===== src/rtl/keypad_scan.sv =====
// keypad_scan: 4x4 hex keypad scanner with frame debounce, single-key events and a 16-bit entry register.
// Define KEYPAD_REPEAT_EN to build auto-repeat of a held key; the default build has none.
module keypad_scan #(
    parameter int SCAN_DIV    = 1000,
    parameter int DEBOUNCE    = 4,
    parameter int REPEAT_DLY  = 50,
    parameter int REPEAT_RATE = 10
) (
    input  logic        clk,
    input  logic        rst_n,
    input  logic [3:0]  i_row,
    output logic [3:0]  o_col,
    input  logic        i_clear,
    output logic        o_key_valid,
    output logic [3:0]  o_key_code,
    output logic        o_key_down,
    output logic        o_key_multi,
    output logic [15:0] o_data
);
    localparam int DIV_W = $clog2(SCAN_DIV);
    localparam int STAB_W = $clog2(DEBOUNCE + 1);
    localparam logic [DIV_W-1:0] DIV_LAST = DIV_W'(SCAN_DIV - 1);
    localparam logic [STAB_W-1:0] STAB_MAX = STAB_W'(DEBOUNCE);
    localparam logic [1:0] S_IDLE = 2'd0;
    localparam logic [1:0] S_DOWN = 2'd1;
    localparam logic [1:0] S_MULTI = 2'd2;

    if (SCAN_DIV < 4 || DEBOUNCE < 1 || REPEAT_DLY < 1 || REPEAT_RATE < 1) begin : g_bad_params
        $error("keypad_scan: parameter out of range");
    end

    logic [3:0]        r_row_s1, r_row_s2;
    logic [DIV_W-1:0]  r_div;
    logic [1:0]        r_col_sel;
    logic [11:0]       r_frame;
    logic [15:0]       r_prev, r_stable, r_data;
    logic [STAB_W-1:0] r_stab;
    logic [1:0]        r_state;
    logic              r_key_valid;
    logic [3:0]        r_key_code;

    logic              w_last, w_frame_done, w_settled, w_change, w_any, w_one, w_press, w_event;
    logic [15:0]       w_frame;
    logic [STAB_W-1:0] w_stab_next;
    logic [3:0]        w_code, w_event_code;
    logic [1:0]        w_state_next;

    assign w_last = r_div == DIV_LAST;
    assign w_frame_done = w_last && r_col_sel == 2'd3;
    // The last column is taken straight from the synchronizer so the frame is whole on its final sample.
    assign w_frame = {~r_row_s2, r_frame};
    assign w_stab_next = (w_frame != r_prev) ? STAB_W'(1) : (r_stab == STAB_MAX) ? r_stab : r_stab + 1'b1;
    assign w_settled = w_frame_done && w_stab_next == STAB_MAX;
    assign w_change = w_settled && w_frame != r_stable;
    assign w_any = |w_frame;
    assign w_one = w_any && ((w_frame & (w_frame - 16'd1)) == 16'd0);

    always_comb begin
        w_code = 4'h0;
        for (int i = 0; i < 16; i++)
            if (w_frame[i]) w_code = w_code | {i[1:0], i[3:2]};
    end

    assign w_state_next = !w_change ? r_state :
                          !w_any ? S_IDLE :
                          (r_state == S_IDLE && w_one) ? S_DOWN : S_MULTI;
    assign w_press = w_change && w_one && r_state == S_IDLE;

`ifdef KEYPAD_REPEAT_EN
    localparam int REP_MAX = REPEAT_DLY > REPEAT_RATE ? REPEAT_DLY : REPEAT_RATE;
    localparam int REP_W = $clog2(REP_MAX + 1);

    logic [REP_W-1:0] r_rep_cnt, w_rep_next;
    logic             r_rep_first, w_repeat;

    assign w_rep_next = r_rep_cnt + 1'b1;
    assign w_repeat = w_frame_done && !w_change && r_state == S_DOWN &&
                      w_rep_next == (r_rep_first ? REP_W'(REPEAT_DLY) : REP_W'(REPEAT_RATE));
    assign w_event = w_press || w_repeat;
    assign w_event_code = w_press ? w_code : r_key_code;

    always_ff @(posedge clk or negedge rst_n)
        if (!rst_n) begin
            r_rep_cnt   <= '0;
            r_rep_first <= 1'b1;
        end else if (r_state != S_DOWN || w_state_next != S_DOWN) begin
            r_rep_cnt   <= '0;
            r_rep_first <= 1'b1;
        end else if (w_frame_done) begin
            r_rep_cnt   <= w_repeat ? '0 : w_rep_next;
            r_rep_first <= r_rep_first && !w_repeat;
        end
`else
    assign w_event = w_press;
    assign w_event_code = w_code;
`endif

    always_ff @(posedge clk or negedge rst_n)
        if (!rst_n) begin
            r_row_s1    <= 4'hF;
            r_row_s2    <= 4'hF;
            r_div       <= '0;
            r_col_sel   <= 2'd0;
            r_frame     <= '0;
            r_prev      <= '0;
            r_stab      <= '0;
            r_stable    <= '0;
            r_state     <= S_IDLE;
            r_key_valid <= 1'b0;
            r_key_code  <= 4'h0;
            r_data      <= '0;
        end else begin
            r_row_s1    <= i_row;
            r_row_s2    <= r_row_s1;
            r_div       <= w_last ? '0 : r_div + 1'b1;
            if (w_last) r_col_sel <= r_col_sel + 1'b1;
            if (w_last && r_col_sel != 2'd3) r_frame[{r_col_sel, 2'b00} +: 4] <= ~r_row_s2;
            if (w_frame_done) begin
                r_prev <= w_frame;
                r_stab <= w_stab_next;
            end
            if (w_settled) r_stable <= w_frame;
            r_state     <= w_state_next;
            r_key_valid <= w_event;
            if (w_event) r_key_code <= w_event_code;
            r_data      <= w_event ? {i_clear ? 12'h000 : r_data[11:0], w_event_code} :
                           i_clear ? 16'h0000 : r_data;
        end

    assign o_col = ~(4'b0001 << r_col_sel);
    assign o_key_valid = r_key_valid;
    assign o_key_code = r_key_code;
    assign o_key_down = r_state == S_DOWN;
    assign o_key_multi = r_state == S_MULTI;
    assign o_data = r_data;
endmodule

===== config.mk =====
export PLATFORM = sky130hd
export DESIGN_NAME = keypad_scan
export DESIGN_NICKNAME = d
export VERILOG_FILES = /design/src/rtl/keypad_scan.sv
export SDC_FILE = /design/constraint.sdc
export NUM_CORES = 1
export LEC_CHECK = 0
export CAP_MARGIN = 20
export CORE_ASPECT_RATIO = 2
export CORE_MARGIN = 2
export CORE_UTILIZATION = 55
export DETAILED_ROUTE_END_ITERATION = 8
export PLACE_DENSITY = 0.83
export SETUP_SLACK_MARGIN = 0.15
export SLEW_MARGIN = 0
export SYNTH_ARGS = -nofsm -noshare
export SYNTH_HDL_FRONTEND = slang
export SYNTH_SLANG_ARGS = --single-unit

===== constraint.sdc =====
create_clock -name clk -period 7.71 [get_ports clk]
set_input_delay 0.771 -clock clk [delete_from_list [all_inputs] [get_ports clk]]
set_output_delay 0.771 -clock clk [all_outputs]
set_load 0.03 [all_outputs]

==> results of run 1 <==
[worst max path at each step]
stage | cells past startpoint | endpoint | from | slack (ns)
floorplan | 7 | o_data[2] | r_frame[0] | 5.23
detailed placement | 8 | o_data[3] | r_div[0] | 4.54
finish | 8 | o_data[3] | r_div[0] | 4.43
global placement | 8 | o_key_code[3] | r_div[0] | 4.68
global route | 8 | o_data[3] | r_div[0] | 4.16
CTS | 8 | o_data[3] | r_div[0] | 4.51
[per-stage QoR]
step | util [%] | cell area (um^2) | power [uW] | hold slack, ns
final | 64.4 | 5080 | 929 | 0.351
after global routing | 64.4 | 5080 | 953 | 0.359
after CTS | 64.0 | 5050 | 930 | 0.355
after detailed placement | 60.4 | 4770 | 518 | 0.347
after global placement | 60.4 | 4770 | 517 | 0.346
after floorplan | - | 4440 | 502 | 0.345
[worst max-delay path: stages, from the launching register on]
cell     delay, ns
dfrtp_1       0.40
ha_1          0.25
nand2_1       0.09
nor4_1        0.28
buf_4         0.24
and2_1        0.61
and4_1        0.65
nand3_4       0.25
mux2_4        0.37
[kinds of logic (layout without fill, tap and decap cells)]
logic type	Yosys count	count (layout)	synth area share [%]
XOR/XNOR	39	39	7.70
flip-flops	90	90	51.0
adder cells (fa/ha/maj)	9	9	2.48
multiplexers	23	23	6.01
buffers and inverters	42	65	4.09
AND/OR/NAND/NOR	163	163	19.0
AO/OA/AOI/OAI	67	67	9.70
[cell type report]
type | instances | area, um^2
Fill cell | 619 | 2810
Sequential cell | 90 | 2260
Multi-Input combinational cell | 301 | 1990
Timing Repair Buffer | 36 | 370
Clock buffer | 14 | 274
Tap cell | 96 | 120
Inverter | 13 | 48.8
Clock inverter | 2 | 10.0
[cell usage after synthesis (4+ instances only)]
master / number / area (um^2)
o21ai_0: 25 / 125
nand3_1: 9 / 45.0
clkbuf_1: 20 / 75.1
nor2b_1: 5 / 31.3
a21oi_1: 17 / 85.1
o31ai_1: 13 / 97.6
inv_1: 13 / 48.8
mux2_2: 13 / 146
xnor2_1: 19 / 166
mux2_4: 4 / 60.1
nor4_1: 10 / 62.6
dfstp_2: 8 / 210
xor2_1: 20 / 175
nand2b_1: 5 / 31.3
ha_1: 8 / 100
dfrtp_1: 82 / 2050
nor2_1: 16 / 60.1
buf_2: 4 / 20.0
nand4_1: 22 / 138
mux2i_1: 6 / 60.1
nand2_1: 72 / 270
[registers in the layout, indices dropped and copies added (netlist names)]
name         count
r_row_s2         4
o_key_valid      1
r_prev          16
r_col_sel        2
o_data          16
r_stab           3
r_stable        16
o_key_code       4
r_div           10
r_state          2
r_row_s1         4
r_frame         12
[power by group through the flow]
stage          logic (uW)  registers (uW)  clock network [uW]
3_5_place_dp         28.2             490                   0
2_1_floorplan        16.0             486                   0
5_1_grt              33.3             481                 438
4_1_cts              28.4             481                 420
6_report             29.8             481                 417
3_3_place_gp         27.5             490                   0
[metal layers]
metal  global-route usage [%]  share of wire, %  wire length, um
met5                        0                 0                0
met4                     13.1               3.8              367
met3                     4.11               3.9              376
met2                     43.3                54             5270
met1                     27.0                38             3690
==> reports/summary.txt, run 1 <==
Final wirelength -> 9700 um
Pleak -> 0.00234 uW
Flops & latches, synth -> 90
Hold Crit Class -> reg -> reg
Reg2reg start -> r_div[0]
Worst setup SP type -> register
Buffers on Ports -> 33
CP Class -> reg -> reg
Dpl cells -> 535
Setup Skew -> 0.00508 ns
Initial drt markers -> 271
Post-CTS Setup Inserts -> 0
CP arrival -> 3.51 ns
Critical path peak fanout -> 17
Syn. warnings -> 0
Seq/Total Area, Yosys -> 51.0%
Outcome -> complete, no violations
Async SR Flop Fraction -> 100%
CTS hold repair buffers -> 0
Num ports -> 34
Hold Fails Final Rpt -> 0
Most common cell after layout, fill and taps aside -> dfrtp_1
Worst Hold End -> r_row_s2[1]
Unique masters post-synth -> 51
Die X -> 67.5 um
Slew @ Worst Pin -> 0.745 ns
Vias per cell -> 5.95
CTS Sinks -> 90
Setup WS post-layout -> 4.43 ns
Dpl ws -> 4.54 ns
Total die area -> 8840 um^2
Most frequent cells in the layout -> dfrtp_1, nand2_1, clkdlybuf4s50_1
Switching share of power -> 21.4%
Post-route setup TNS -> 0 ns
Drc violations -> 0
Final Instance Count excl. Fillers -> 552
Final Wtd Congestion -> 0.887
Drt wl/cell -> 17.6 um
Worst Hold Path Cells -> 0
Critical hold path startpoint -> r_row_s1[1]
Root Driver -> clkbuf_16
TritonRoute pass-1 iters -> 4
Initial antenna violation count -> 0
Clock power frac -> 44.9%
Slew Limit Fails -> 0
Inserted Clock Buffers -> 9
Post-Synthesis Cells -> 433
Max IR drop VDD -> 0.126 mV
CTS H-tree lvls -> 3
Initial Util -> 56.3%
Syn avg cell area -> 10.2 um^2
Die Span Y -> 131 um
Skew-Pair Late Insertion Delay -> 0.35 ns
FF-to-FF path depth -> 8
Core area -> 7890 um^2
R2R Setup Slk -> 4.43 ns
Top_reg_cell synth -> dfrtp_1
Remaining antenna violation count after routing -> 0
Switching pwr -> 198 uW
Logic pwr share -> 3.2%
DP HPWL -> 6760 um
Via count -> 3283
Row count -> 46
MaxCap Viol Count -> 0
Setup violations, final -> 0
Final Critical Period -> 3.28 ns
Global-route wire length before repair -> 15900 um
Critical path required time -> 7.94 ns
Total track usage -> 24.4%
Final worst-path cycle share -> 42.5%
Post-synth EDFFs -> 0
Cell Area, Synth -> 4440 um^2
Nets -> 466
Pint -> 730 uW
Worst setup EP type -> register
Number of global-route vias before repair -> 3252
Worst flop-to-flop path endpoint -> o_data[3]
CTS resizes -> 0
Unrepaired setup endpoints after global routing -> no
Grt ovf -> 0
Layout cells sized above 1 -> 11.0%
Mapped Nets -> 448
Slew headroom -> 50.2%
Max Clk Rate -> 0.305 GHz
Seq pwr share -> 51.8%
Max Root-Sink Buffers -> 2
Syn-to-layout area delta -> 14.5%
TritonCTS clock tree -> yes
Largest net degree at the start of global routing -> 91
Pwr dens -> 183 nW/um^2
Clock transition at the registers of the reported paths -> 0.06 ns
Antenna diodes -> 0
No activity file was read; power rests on OpenSTA's default activity.
==> inputs of run 2 (changes only) <==
CORE_UTILIZATION = 53   (was 55)
clock period = 3 ns   (was 7.71 ns; I/O delays follow)
==> run 2 against run 1 <==
Against the previous run:
- global-route usage down 0.33 points
- fmax up 21%
- non-clock buffer count rose by 15
- clock power grew to 3.1 times the previous value
- hold slack got worse by 0.0026 ns
- wire length grew 3.1%
- die area increased by 3.6%
- via count increased by 2.9%
- count of clock-buffer cells in the layout decreased by 5
==> reports/summary.txt, run 2 (synthesized netlist as in run 1, its figures left out) <==
Worst setup SP type -> register
Tot Pwr -> 2610 uW
Antenna diodes -> 0
Outcome -> complete, no violations
Worst path most repeated cell -> buf_4
TritonRoute pass-1 iters -> 5
Die Span Y -> 133 um
Remaining antenna violation count after routing -> 0
CTS H-tree lvls -> 3
Final Wtd Congestion -> 0.912
Layout cells sized above 1 -> 14.2%
Final Critical Period -> 2.70 ns
Initial Util -> 54.3%
Dpl ws -> 0.341 ns
Slew Limit Fails -> 0
Final wirelength -> 10000 um
R2R Setup Slk -> 0.30 ns
Grt ovf -> 0
Initial drt markers -> 186
Initial antenna violation count -> 0
Drt wl/cell -> 17.6 um
Number of global-route vias before repair -> 3540
Hold Crit Class -> in -> async
Setup violations, final -> 0
Max Clk Rate -> 0.370 GHz
Max Root-Sink Buffers -> 2
DP HPWL -> 6980 um
Largest net degree at the start of global routing -> 91
Total die area -> 9160 um^2
Core area -> 8170 um^2
Vias per cell -> 5.94
Crit-path cells -> buf_4, xor2_1, nand4_1, or4_1, nor4_1, buf_4, and4_1, mux2i_1
Critical path peak fanout -> 13
Via count -> 3378
Worst setup EP type -> register
CTS Sinks -> 90
CP delay by family, top -> simple AND/OR/NAND/NOR gates
Final worst-path cycle share -> 90.1%
Root Driver -> clkbuf_16
Slew @ Worst Pin -> 0.590 ns
Total track usage -> 24.1%
Post-CTS Setup Inserts -> 0
Most common cell after layout, fill and taps aside -> dfrtp_1
Filler cells -> 638
Syn-to-layout area delta -> 18.6%
CP max-delay cell -> dfstp_2
Nets -> 481
Row count -> 47
FF-to-FF path depth -> 8
Inserted Clock Buffers -> 9
Slew headroom -> 60.3%
Die X -> 68.7 um
Setup Skew -> 0.00617 ns
CP arrival -> 2.96 ns
Pleak -> 0.00244 uW
Hold Fails Final Rpt -> 0
Worst path buffer plus inverter count -> 2
Skew-Pair Late Insertion Delay -> 0.34 ns
Most frequent cells in the layout -> dfrtp_1, nand2_1, clkdlybuf4s50_1
CP Class -> reg -> reg
Buffers on Ports -> 33
MaxCap Viol Count -> 0
Num ports -> 34
Clock transition at the registers of the reported paths -> 0.06 ns
Post-route setup TNS -> 0 ns
Max IR drop VDD -> 0.396 mV
Pwr dens -> 496 nW/um^2
Reg2reg start -> r_row_s2[1]
TritonCTS clock tree -> yes
Critical path required time -> 3.26 ns
Unrepaired setup endpoints after global routing -> no
Global-route wire length before repair -> 16400 um
Slowest cell delay on critical path -> 0.64 ns
Setup WS post-layout -> 0.296 ns
Worst flop-to-flop path endpoint -> o_data[4]
Drc violations -> 0
## run 2: cell types whose count changed in the layout (fill, tap and decap cells not counted), sizes merged
cell | previous run | this run
clkinv | 2 | 4
clkbuf | 14 | 9
buf | 4 | 18
bufinv | 0 | 3
dlygate4sd3 | 0 | 1
## run 2: how the worst max path moves through the flow
stage                      startpoint            end  depth (start not counted)
after global placement     r_frame[0]  o_key_code[2]                          6
after floorplan            r_frame[0]      o_data[2]                          7
after global routing      r_row_s2[1]      o_data[4]                          8
after CTS                    r_div[0]      o_data[4]                          8
final                     r_row_s2[1]      o_data[4]                          8
after detailed placement   r_frame[0]  o_key_code[2]                          6
## run 2: final cells by class
cell class	instances	area [um^2]	area share (%)
flip-flops and latches	90	2260	43.0
multi-input cells	301	2000	38.0
repair buffers	51	485	9.23
clock buffers	9	225	4.28
well taps	98	123	2.33
clock inverters	7	118	2.24
inverters	13	48.8	0.928
## run 2: stage by stage
stage	util [%]	std cells	cell area, um^2	hold WS [ns]
finish	64.4	569	5260	0.349
global route	64.4	569	5260	0.359
CTS	63.8	567	5220	0.214
detailed placement	59.6	551	4870	0.347
global placement	59.6	551	4870	0.346
floorplan	-	433	4440	0.00441
## run 2: worst register-to-register path, cell delays in order (launching register included)
cell	delay, ns
dfstp_2	0.64
buf_4	0.19
xor2_1	0.19
nand4_1	0.11
or4_1	0.49
nor4_1	0.21
buf_4	0.27
and4_1	0.29
mux2i_1	0.22
## run 2: routing by layer
metal	vias to the layer above	track usage (%)	routed length [um]
li1	1586	-	-
met5	-	0	0
met1	1635	24.7	3570
met3	36	5.15	511
met4	0	15.8	484
met2	121	41.6	5440
## run 2: report_power, final
part | total, uW | internal [uW] | leakage, uW | switching, uW
Sequential | 1230 | 1220 | 0.00122 | 10.1
Clock | 1280 | 813 | 0.000169 | 470
Combinational | 89.2 | 32.1 | 0.00106 | 57.1
Total | 2610 | 2070 | 0.00244 | 537
## run 2: what timing repair did
item | 4_1_cts | 5_1_grt
endpoints found under the hold margin | 0 | 10
endpoints found under the setup margin | 0 | 2
hold buffers | 0 | 1
resized for setup | 0 | 1
